<file path="src/rtl/bsnn_pkg.sv">
// Shared definitions for the spiking-network classification blocks:
// FSM state encoding and default geometry of the time-to-digital vectors.
package bsnn_pkg;

    localparam int DEF_TTD_WIDTH = 5;
    localparam int DEF_N_NEURONS = 4;

    typedef enum logic [1:0] {
        IDLE = 2'd0,
        SCAN = 2'd1,
        DONE = 2'd2
    } ttd_state_e;

endpackage

</file>
<file path="src/rtl/ttd_classifier.sv">
// Winner-take-all classifier: on a rising edge of ttd_finish, snapshots the
// spike-time vector, scans one neuron per cycle for the earliest nonzero
// time (lowest index wins ties) and presents the result on a valid/ready
// handshake.
module ttd_classifier
    import bsnn_pkg::*;
#(
    parameter int TTD_WIDTH = DEF_TTD_WIDTH,
    parameter int N_NEURONS = DEF_N_NEURONS,
    localparam int IDX_WIDTH = ($clog2(N_NEURONS) < 1) ? 1 : $clog2(N_NEURONS)
) (
    input  logic                           CLK,
    input  logic                           RES,
    input  logic                           ttd_finish,
    input  logic [N_NEURONS*TTD_WIDTH-1:0] ttd_vectors,
    output logic                           result_valid,
    input  logic                           result_ready,
    output logic [IDX_WIDTH-1:0]           class_idx,
    output logic [TTD_WIDTH-1:0]           class_time,
    output logic                           no_spike,
    output logic                           busy,
    output logic                           overrun
);

    // Scan counter runs 0..N_NEURONS; the terminal value marks "all examined".
    localparam int CNT_W = $clog2(N_NEURONS + 1);

    ttd_state_e                     state_q, state_d;
    logic                           finish_q, finish_d;
    logic [N_NEURONS*TTD_WIDTH-1:0] snap_q, snap_d;
    logic [CNT_W-1:0]               scan_cnt_q, scan_cnt_d;
    logic [TTD_WIDTH-1:0]           best_time_q, best_time_d;
    logic [IDX_WIDTH-1:0]           best_idx_q, best_idx_d;
    logic                           found_q, found_d;
    logic                           valid_q, valid_d;
    logic [IDX_WIDTH-1:0]           class_idx_q, class_idx_d;
    logic [TTD_WIDTH-1:0]           class_time_q, class_time_d;
    logic                           no_spike_q, no_spike_d;
    logic                           busy_q, busy_d;
    logic                           overrun_q, overrun_d;

    logic                           trigger;
    logic [TTD_WIDTH-1:0]           cur_time;
    logic [IDX_WIDTH-1:0]           cur_idx;

    // Select the snapshot entry addressed by the scan counter.
    always_comb begin
        cur_time = '0;
        cur_idx  = '0;
        for (int unsigned i = 0; i < N_NEURONS; i++) begin
            if (scan_cnt_q == CNT_W'(i)) begin
                cur_time = snap_q[i*TTD_WIDTH +: TTD_WIDTH];
                cur_idx  = IDX_WIDTH'(i);
            end
        end
    end

    // Next-state logic: edge detect, snapshot, running minimum, handshake.
    always_comb begin
        state_d      = state_q;
        snap_d       = snap_q;
        scan_cnt_d   = scan_cnt_q;
        best_time_d  = best_time_q;
        best_idx_d   = best_idx_q;
        found_d      = found_q;
        valid_d      = valid_q;
        class_idx_d  = class_idx_q;
        class_time_d = class_time_q;
        no_spike_d   = no_spike_q;
        overrun_d    = overrun_q;

        finish_d = ttd_finish;
        trigger  = ttd_finish & ~finish_q;

        case (state_q)
            IDLE: begin
                if (trigger) begin
                    snap_d      = ttd_vectors;
                    scan_cnt_d  = '0;
                    best_time_d = '0;
                    best_idx_d  = '0;
                    found_d     = 1'b0;
                    state_d     = SCAN;
                end
            end
            SCAN: begin
                if (scan_cnt_q == CNT_W'(N_NEURONS)) begin
                    valid_d      = 1'b1;
                    class_idx_d  = best_idx_q;
                    class_time_d = best_time_q;
                    no_spike_d   = ~found_q;
                    state_d      = DONE;
                end else begin
                    if ((cur_time != '0) && (!found_q || (cur_time < best_time_q))) begin
                        best_time_d = cur_time;
                        best_idx_d  = cur_idx;
                        found_d     = 1'b1;
                    end
                    scan_cnt_d = scan_cnt_q + 1'b1;
                end
            end
            DONE: begin
                if (valid_q && result_ready) begin
                    valid_d = 1'b0;
                    state_d = IDLE;
                end
            end
            default: state_d = IDLE;
        endcase

        // A trigger outside IDLE (including the handshake edge) is lost.
        if (trigger && (state_q != IDLE)) begin
            overrun_d = 1'b1;
        end

        busy_d = (state_d != IDLE);
    end

    // State and output registers with synchronous reset.
    always_ff @(posedge CLK) begin
        if (RES) begin
            state_q      <= IDLE;
            finish_q     <= 1'b1;
            snap_q       <= '0;
            scan_cnt_q   <= '0;
            best_time_q  <= '0;
            best_idx_q   <= '0;
            found_q      <= 1'b0;
            valid_q      <= 1'b0;
            class_idx_q  <= '0;
            class_time_q <= '0;
            no_spike_q   <= 1'b0;
            busy_q       <= 1'b0;
            overrun_q    <= 1'b0;
        end else begin
            state_q      <= state_d;
            finish_q     <= finish_d;
            snap_q       <= snap_d;
            scan_cnt_q   <= scan_cnt_d;
            best_time_q  <= best_time_d;
            best_idx_q   <= best_idx_d;
            found_q      <= found_d;
            valid_q      <= valid_d;
            class_idx_q  <= class_idx_d;
            class_time_q <= class_time_d;
            no_spike_q   <= no_spike_d;
            busy_q       <= busy_d;
            overrun_q    <= overrun_d;
        end
    end

    assign result_valid = valid_q;
    assign class_idx    = class_idx_q;
    assign class_time   = class_time_q;
    assign no_spike     = no_spike_q;
    assign busy         = busy_q;
    assign overrun      = overrun_q;

endmodule

</file>
<file path="config.mk">
export PLATFORM = sky130hd
export DESIGN_NAME = ttd_classifier
export DESIGN_NICKNAME = d
export VERILOG_FILES = /design/src/rtl/bsnn_pkg.sv /design/src/rtl/ttd_classifier.sv
export SDC_FILE = /design/constraint.sdc
export NUM_CORES = 1
export LEC_CHECK = 0
export BUFFER_PORTS_ARGS = -buffer_cell sky130_fd_sc_hd__buf_2
export CORE_MARGIN = 1.5
export CORE_UTILIZATION = 59
export CTS_CLUSTER_DIAMETER = 100
export DETAILED_ROUTE_END_ITERATION = 8
export PLACE_DENSITY_LB_ADDON = 0.05
export RECOVER_POWER = 50
export SETUP_SLACK_MARGIN = 0.15
export SLEW_MARGIN = 15
export SYNTH_ARGS = -nofsm -noshare
export SYNTH_HDL_FRONTEND = slang
export SYNTH_SLANG_ARGS = --single-unit
</file>
<file path="constraint.sdc">
create_clock -name CLK -period 8.4 [get_ports CLK]
set_clock_uncertainty 0.1 [all_clocks]
set_input_delay 0.84 -clock CLK [delete_from_list [all_inputs] [get_ports CLK]]
set_output_delay 0.84 -clock CLK [all_outputs]
set_load 0.05 [all_outputs]
</file>
Yosys cells after proc, flatten, opt, wreduce, memory -nomap -nowiden

Index checks and enable logic that the tools add are counted.

Word-level logic and storage cells: 75
Bits in registers: 45
Input bits: 24
Output and inout bits: 11

Reductions and logical operators: 17
$lt $le $gt $ge: 1
$add $sub $neg: 1
Bitwise logic cells: 3
Multiplexer cells: 29
Equal/unequal tests: 11

Operators with widths:

| operator                                                              | count |
|---|---|
| 5-bit 2-to-1 mux                                                      | 7 |
| 2-bit 2-to-1 mux                                                      | 8 |
| 2-bit inequality test, second input constant                          | 5 |
| 5-bit case mux with 2 select lines                                    | 1 |
| 2-bit nonzero test                                                    | 4 |
| 3-bit by 2-bit equality test with 1-bit output, second input constant | 2 |
| 1-bit 2-to-1 mux                                                      | 6 |
| 3-bit 2-to-1 mux                                                      | 2 |
| 2-bit case mux with 3 select lines                                    | 1 |
| 3-bit case mux with 2 select lines                                    | 1 |
| 3-bit AND reduction                                                   | 2 |
| 5-bit less-than comparator                                            | 1 |
| 5-bit nonzero test                                                    | 1 |
| 1-bit case mux with 2 select lines                                    | 2 |
| 2-bit case mux with 2 select lines                                    | 1 |
| 2-bit AND reduction                                                   | 2 |
| 4-bit AND reduction                                                   | 1 |
| 3-bit by 1-bit adder with 3-bit output, second input constant         | 1 |
| 3-bit by 1-bit equality test with 1-bit output, second input constant | 1 |
| 3-bit equality test, second input constant                            | 1 |
| 1-bit logical AND                                                     | 3 |
| 3-bit logical NOT                                                     | 1 |
| 2-bit by 1-bit equality test with 1-bit output, second input constant | 1 |
| 2-bit equality test, second input constant                            | 1 |
| other kinds (5)                                                       | 6 |

Longest topological paths before layout

Gate-level depths: netlist of run 1.

Word-level depth: 11
Mapped depth: 16
Depth with buffers taken out: 14

Least setup slack after synthesis of run 1

Ideal clock, no wire load.

Path kind: register -> register
Start point: register scan_cnt_q[0]
End point: register best_time_q[0]
Data required time: 8183 ps
Buffers on the path: 2
Library setup time: 117 ps
Arrival: 2832 ps
Stages on the path, launching flop included: 16
Setup slack: 5350 ps
Period minus slack after synthesis: 3050 ps
Cell sequence: dfxtp_1 > inv_1 > ha_1 > buf_2 > nand2_1 > o21ai_0 > a22o_1 > a21oi_1 > inv_1 > ha_1 > a21o_1 > a211oi_1 > o32ai_2 > a211o_1 > buf_6 > a32o_1

Cells in the longest elaborated chain, start to end: 10

RTL lines:

| element                                | RTL line              | source |
|---|---|---|
| start, declared                        | ttd_classifier.sv:31  | `logic [CNT_W-1:0] scan_cnt_q, scan_cnt_d;` |
| start signal, assigned                 | ttd_classifier.sv:139 | `scan_cnt_q <= scan_cnt_d;` |
| 3-bit logical NOT                      | ttd_classifier.sv:51  | `if (scan_cnt_q == CNT_W'(i)) begin` |
| 5-bit 2-to-1 mux (4 in a row)          | ttd_classifier.sv:51  |  |
| 5-bit less-than comparator             | ttd_classifier.sv:94  | `if ((cur_time != '0) && (!found_q \|\| (cur_time < best_time_q))) begin` |
| 1-bit logical OR                       | ttd_classifier.sv:94  |  |
| 1-bit logical AND                      | ttd_classifier.sv:94  |  |
| 2-bit inequality test (no source line) | n/a                   |  |
| 4-bit AND reduction (no source line)   | n/a                   |  |
| end signal, assigned                   | ttd_classifier.sv:140 | `best_time_q <= best_time_d;` |
| end, declared                          | ttd_classifier.sv:32  | `logic [TTD_WIDTH-1:0] best_time_q, best_time_d;` |

Parallel ways exist; a longest one is shown, timed or not. The select of a mux whose other input is x is not followed.
A chain may end at the register's enable or synchronous reset.

Final worst setup path of run 1

Start point: register scan_cnt_q[0]
End point: register best_time_q[1]

Same word-level chain as after synthesis.

==> impl_metrics.env, run 1 <==
export IMPL_postSynth_asyncResetShare_pct=0
export IMPL_num_fill_cells=322
export IMPL_grt_ovfl_total=0
export IMPL_fp_dieArea_um2=3912
export IMPL_clock_sinks=45
export IMPL_clk_transition_reported_paths_ns=0.12
export IMPL_maxSlewViolCount=40
export IMPL_clockBufferDepth=2
export IMPL_setup_violations_final=0
export IMPL_pin_count=35
export IMPL_place_congestion=0.8622
export IMPL_cpMaxStageDelayCell="sky130_fd_sc_hd__dfxtp_1"
export IMPL_cp_num_buf_inv=1
export IMPL_category_of_the_critical_setup_timing_path="flip-flop to flip-flop"
export IMPL_die_height_um=62.55
export IMPL_violations="capacitance limit, slew limit"
export IMPL_path_cells="ha_1, ha_1, nor2_2, a22o_1, a21oi_1, inv_1, ha_1, a21o_1, a211oi_1, o32ai_2, a211o_1, a32o_1"
export IMPL_tritoncts="done"
export IMPL_route_vias_total=1784
export IMPL_timing_worst_slew_pin_value_ns=1.658
export IMPL_dr_max_layer_used="met4"
export IMPL_syn_area_per_cell_um2=8.140
export IMPL_number_of_different_library_cells_in_the_post_synthesis_netlist=39
export IMPL_global_route_usage_total_pct=21.79
export IMPL_grt_pass1_wl_mm=6.810
export IMPL_drive_gt1_share_pct=11.97
export IMPL_route_met3_wl_um=150
export IMPL_syn_inst=257
export IMPL_first_global_vias=1607
export IMPL_port_buffers=34
export IMPL_start_util_pct=62.20
export IMPL_clk_latency_ns=0.36
export IMPL_place_ws_ns=5.116
export IMPL_grt_setup_unrepaired="false"
export IMPL_drt_drc_violations_left=0
export IMPL_period_share_pct=39.48
export IMPL_critPathRequiredTime_ns=8.56
export IMPL_route_met2_wl_mm=1.772
export IMPL_finalWirelength_mm=4.032
export IMPL_p_leak_nw=0.8726
export IMPL_fp_coreArea_um2=3363
export IMPL_status="finished, violations left"
export IMPL_min_delay_path_class="flip-flop to flip-flop"
export IMPL_finalWorstSetupSlack_ns=5.084
export IMPL_post_dp_hpwl_mm=2.894
export IMPL_area_growth_synth_to_final_pct=9.749
export IMPL_worst_path_most_repeated_cell="sky130_fd_sc_hd__ha_1"
export IMPL_hold_buf_count_cts=0
export IMPL_final_hold_vios=0
export IMPL_critical_path_max_stage_delay_ns=0.42
export IMPL_cts_setup_buffers=0
export IMPL_die_w_um=62.55
export IMPL_synth_yosys_warnings=0
export IMPL_power_density_nw_per_um2=155.2
export IMPL_synth_ff_latch_count=45
export IMPL_antenna_violations_before_repair=0
export IMPL_clk_root_buffer_cell="sky130_fd_sc_hd__clkbuf_4"
export IMPL_worst_path_dominant_cell_family="compound AO/OA/AOI/OAI gates"
export IMPL_detailedRoute_firstIterationViolations=108
export IMPL_fmax_mhz=301.5
export IMPL_placement_rows=21
export IMPL_endpoint_kind="flip-flop"
export IMPL_fin_setup_tns_ns=0
export IMPL_synth_ff_type="sky130_fd_sc_hd__dfxtp_1"
export IMPL_synth_sequential_area_ratio_pct=43.06
export IMPL_timing_slew_headroom_pct=-10.52
export IMPL_largest_net_degree_at_the_start_of_global_routing=40
export IMPL_numCtsBuffers=5
export IMPL_synthesis_area_um2=2092
export IMPL_p_total_w=0.0003564
export IMPL_cp_data_arrival_time_ns=3.48
export IMPL_maxCapViolations=1
export IMPL_final_antenna_net_count=0
export IMPL_nets=321
export IMPL_cts_max_level=2
export IMPL_critical_path_startpoint_category="flip-flop"
export IMPL_antenna_diode_count=0
export IMPL_cp_max_fo=10
export IMPL_firstDrtPassIters=4
export IMPL_synth_edf_count=0
export IMPL_routedWlPerCell_um=12.22
export IMPL_period_minus_slack_ns=3.316
export IMPL_gates_resized_cts_repair=0
export IMPL_vdd_drop_max_uv=110.8
export IMPL_vias_per_cell=5.406
export IMPL_met1Wirelength_mm=2.050
export IMPL_mappedNetlistNets=294
## stage by stage
step | util, % | area (um2) | std cells | hold slack (ns)
2_1_floorplan | - | 2092 | 257 | 0.3322
4_1_cts | 68.71 | 2311 | 330 | 0.3604
5_1_grt | 68.27 | 2296 | 330 | 0.3906
3_5_place_dp | 67.08 | 2256 | 323 | 0.3439
3_3_place_gp | 67.08 | 2256 | 323 | 0.3408
6_report | 68.27 | 2296 | 330 | 0.3596
## worst reg2reg max path, cell delays in order, from the launching register on
cell	delay [ns]
sky130_fd_sc_hd__dfxtp_1	0.42
sky130_fd_sc_hd__ha_1	0.17
sky130_fd_sc_hd__ha_1	0.38
sky130_fd_sc_hd__nor2_2	0.10
sky130_fd_sc_hd__a22o_1	0.22
sky130_fd_sc_hd__a21oi_1	0.20
sky130_fd_sc_hd__inv_1	0.07
sky130_fd_sc_hd__ha_1	0.29
sky130_fd_sc_hd__a21o_1	0.18
sky130_fd_sc_hd__a211oi_1	0.27
sky130_fd_sc_hd__o32ai_2	0.16
sky130_fd_sc_hd__a211o_1	0.40
sky130_fd_sc_hd__a32o_1	0.28
## cell families (layout without fill, tap and decap cells)
group	after synthesis	after routing	synth area share (%)
fa+ha+maj	13	13	7.775
compound gates	71	71	21.35
simple gates	98	98	21.29
buf+inv	28	55	5.562
flops	45	45	43.06
mux	2	2	0.9570
## registers in the layout (all words and copies together) (netlist names)
signal / flops
best_idx_q: 2
best_time_q: 5
busy: 1
class_idx: 2
class_time: 5
finish_q: 1
found_q: 1
no_spike: 1
overrun: 1
result_valid: 1
scan_cnt_q: 3
snap_q: 20
state_q: 2
## final cells by class
type                    instances  area, um2  share of cell area (%)
multi-input cells             184       1075                   46.81
flip-flops and latches         45      900.9                   39.24
well taps                      46      57.56                   2.507
clock buffers                   7      55.05                   2.398
inverters                      14      52.55                   2.289
repair buffers                 34      155.1                   6.758
## cells in the mapped netlist (2+ instances only)
cell type,count,area [um2]
sky130_fd_sc_hd__buf_2,3,15.01
sky130_fd_sc_hd__nand2b_1,2,12.51
sky130_fd_sc_hd__a211oi_1,4,30.03
sky130_fd_sc_hd__and3_1,2,12.51
sky130_fd_sc_hd__o21ai_0,8,40.04
sky130_fd_sc_hd__o21ai_1,5,25.02
sky130_fd_sc_hd__nand3_1,2,10.01
sky130_fd_sc_hd__nand2_1,66,247.7
sky130_fd_sc_hd__a21o_1,2,15.01
sky130_fd_sc_hd__mux2i_1,2,20.02
sky130_fd_sc_hd__a221oi_1,3,26.28
sky130_fd_sc_hd__a21boi_0,2,15.01
sky130_fd_sc_hd__clkbuf_1,10,37.54
sky130_fd_sc_hd__nor2b_1,3,18.77
sky130_fd_sc_hd__nor2_1,12,45.04
sky130_fd_sc_hd__nor3b_1,3,22.52
sky130_fd_sc_hd__a32o_1,4,40.04
sky130_fd_sc_hd__a21oi_1,34,170.2
sky130_fd_sc_hd__inv_1,14,52.55
sky130_fd_sc_hd__dfxtp_1,45,900.9
sky130_fd_sc_hd__ha_1,13,162.7
## layout by cell type (no fill, tap or decap), types with 3 or more instances in the layout
master,n
sky130_fd_sc_hd__a211oi_1,4
sky130_fd_sc_hd__a21oi_1,34
sky130_fd_sc_hd__a221oi_1,3
sky130_fd_sc_hd__a32o_1,4
sky130_fd_sc_hd__buf_2,22
sky130_fd_sc_hd__clkbuf_1,13
sky130_fd_sc_hd__clkbuf_4,5
sky130_fd_sc_hd__dfxtp_1,45
sky130_fd_sc_hd__ha_1,13
sky130_fd_sc_hd__inv_1,14
sky130_fd_sc_hd__nand2_1,66
sky130_fd_sc_hd__nor2_1,12
sky130_fd_sc_hd__nor2b_1,3
sky130_fd_sc_hd__nor3b_1,3
sky130_fd_sc_hd__o21ai_0,8
sky130_fd_sc_hd__o21ai_1,5
## path summary, 6_finish.rpt
kind	from	to	slack, ns	cells past startpoint
worst min-delay path	best_idx_q[0]	class_idx[0]	0.36	2
worst max-delay path	scan_cnt_q[0]	best_time_q[1]	5.08	12
worst max register to register	scan_cnt_q[0]	best_time_q[1]	5.08	12
worst min register to register	best_idx_q[0]	class_idx[0]	0.36	2
## report_power, final
part	total, W	internal [W]	switching (W)
clock	0.000104	0.0000396	0.0000647
sequential	0.000221	0.000218	0.00000294
combinational	0.0000312	0.0000122	0.0000190
## per-layer routing
| layer | GRT usage (%) | vias up |
|---|---|---|
| li1 | - | 930 |
| met1 | 28.24 | 815 |
| met2 | 35.48 | 32 |
| met3 | 4.865 | 7 |
| met4 | 8.333 | 0 |
| met5 | 0 | - |
(Power assumes the default switching activity.)
==> inputs of run 2 (changes only) <==
CORE_UTILIZATION = 50   (was 59)
clock period = 2.9 ns   (was 8.4 ns; I/O delays follow)
==> run 2 against run 1 <==
- the run ends with setup timing left
- highest routed layer unchanged
- largest power group unchanged
- critical path depth rose by 1
- clock-buffer cell count down 1
- worst hold slack worse by 0.26 ns
==> impl_metrics.env, run 2 (synthesis results as in run 1) <==
export IMPL_grt_pass1_wl_mm=8.017
export IMPL_tritoncts="done"
export IMPL_port_buffers=34
export IMPL_finalWorstSetupSlack_ns=-0.006735
export IMPL_fmax_mhz=344.0
export IMPL_timing_slew_headroom_pct=53.38
export IMPL_timing_worst_slew_pin_value_ns=0.6993
export IMPL_clk_latency_ns=0.30
export IMPL_vias_per_cell=5.252
export IMPL_num_fill_cells=342
export IMPL_power_density_nw_per_um2=454.3
export IMPL_fp_dieArea_um2=4581
export IMPL_numCtsBuffers=5
export IMPL_finalWirelength_mm=4.878
export IMPL_drive_gt1_share_pct=26.06
export IMPL_met1Wirelength_mm=2.272
export IMPL_final_hold_vios=0
export IMPL_category_of_the_critical_setup_timing_path="flip-flop to flip-flop"
export IMPL_placement_rows=23
export IMPL_maxCapViolations=0
export IMPL_setup_violations_final=1
export IMPL_hold_slack_ns=0.1042
export IMPL_clock_sinks=45
export IMPL_antenna_diode_count=0
export IMPL_route_met2_wl_mm=2.327
export IMPL_route_vias_total=1875
export IMPL_maxSlewViolCount=0
export IMPL_routedWlPerCell_um=13.66
export IMPL_period_minus_slack_ns=2.907
export IMPL_route_met3_wl_um=176
export IMPL_die_w_um=67.69
export IMPL_vdd_drop_max_uv=337.1
export IMPL_global_route_usage_total_pct=23.14
export IMPL_critPathRequiredTime_ns=3.03
export IMPL_violations="setup timing"
export IMPL_period_share_pct=100.2
export IMPL_clk_transition_reported_paths_ns=0.08
export IMPL_final_antenna_net_count=0
export IMPL_status="finished, violations left"
export IMPL_antenna_violations_before_repair=0
export IMPL_min_delay_path_class="input pin to flip-flop"
export IMPL_cell_area_after_layout_um2=2691
export IMPL_largest_register_ffs=20
export IMPL_start_util_pct=52.30
export IMPL_firstDrtPassIters=4
export IMPL_fp_coreArea_um2=4000
export IMPL_post_dp_hpwl_mm=3.229
export IMPL_area_growth_synth_to_final_pct=28.65
export IMPL_max_flop_register="snap_q"
export IMPL_layout_common_cells="sky130_fd_sc_hd__nand2_1, sky130_fd_sc_hd__dfxtp_1, sky130_fd_sc_hd__a21oi_1"
export IMPL_grt_setup_unrepaired="true"
export IMPL_grt_ovfl_total=0
export IMPL_drt_drc_violations_left=0
export IMPL_detailedRoute_firstIterationViolations=132
export IMPL_cp_max_fo=4
export IMPL_place_congestion=0.8166
export IMPL_first_global_vias=1812
export IMPL_endpoint_kind="flip-flop"
export IMPL_clk_root_buffer_cell="sky130_fd_sc_hd__clkbuf_8"
export IMPL_cp_data_arrival_time_ns=3.04
export IMPL_final_util_pct=67.28
export IMPL_layout_cells_most_common="sky130_fd_sc_hd__nand2_1"
export IMPL_critical_path_startpoint_category="flip-flop"
export IMPL_dr_max_layer_used="met4"
export IMPL_largest_net_degree_at_the_start_of_global_routing=39
export IMPL_p_leak_nw=1.046
export IMPL_clockBufferDepth=2
export IMPL_cts_max_level=2
export IMPL_placement_cell_area_um2=2412
export IMPL_nets=343
export IMPL_die_height_um=67.69
export IMPL_place_ws_ns=-0.07650
export IMPL_pin_count=35
[run 2: area by class of cell]
| cell class | count | area, um2 | area share (%) |
|---|---|---|---|
| multi-input combinational | 184 | 1234 | 45.84 |
| clock inverter | 2 | 35.03 | 1.302 |
| tap | 50 | 62.56 | 2.325 |
| timing repair buffer | 56 | 321.6 | 11.95 |
| sequential | 45 | 908.4 | 33.75 |
| inverter | 14 | 57.56 | 2.139 |
| clock buffer | 6 | 72.57 | 2.696 |
[run 2: through the flow]
step	cells	total power (W)	setup TNS, ns
2_1_floorplan	257	0.0007180	0
3_3_place_gp	339	0.0007522	-0.02195
3_5_place_dp	339	0.0007539	-0.3654
4_1_cts	354	0.001218	-0.02636
5_1_grt	357	0.001262	-0.5239
6_report	357	0.001223	-0.006735
[run 2: what timing repair did]
action,in CTS,in global routing
buffers inserted,7,3
hold endpoints to repair,0,0
cloned,0,0
hold buffers,0,0
endpoints found under the setup margin,8,8
pin swaps,12,14
resized for setup,13,8
[run 2: final timing paths]
kind / from / to / slack [ns] / cells after the start
worst max-delay path: scan_cnt_q[0] / best_time_q[3] / -0.007 / 13
worst min-delay path: ttd_finish / finish_q / 0.10 / 2
worst max register to register: scan_cnt_q[0] / best_time_q[3] / -0.007 / 13
worst min register to register: class_idx[1] / class_idx[1] / 0.36 / 2
[run 2: metal layers]
layer / GRT usage [%] / vias up
met5: 0 / -
met4: 8.929 / 0
met3: 5.167 / 11
met2: 38.97 / 43
met1: 28.62 / 845
li1: - / 976
[run 2: critical path: stages, from the launching register on]
cell	delay [ns]
sky130_fd_sc_hd__dfxtp_4	0.41
sky130_fd_sc_hd__inv_4	0.06
sky130_fd_sc_hd__ha_4	0.16
sky130_fd_sc_hd__nor2b_4	0.14
sky130_fd_sc_hd__nor4b_4	0.13
sky130_fd_sc_hd__a22o_1	0.21
sky130_fd_sc_hd__a21oi_2	0.16
sky130_fd_sc_hd__inv_2	0.07
sky130_fd_sc_hd__ha_4	0.22
sky130_fd_sc_hd__a21o_1	0.18
sky130_fd_sc_hd__a211oi_2	0.20
sky130_fd_sc_hd__o32ai_2	0.13
sky130_fd_sc_hd__or4b_1	0.51
sky130_fd_sc_hd__a31oi_1	0.16
[run 2: where the power goes]
group          leakage, nW  switching, W  internal [W]  total, W
registers            0.366    0.00000985      0.000629  0.000639
clock network       0.0552      0.000216      0.000256  0.000472
logic                0.625     0.0000628     0.0000494  0.000112
total                 1.05      0.000288      0.000934   0.00122
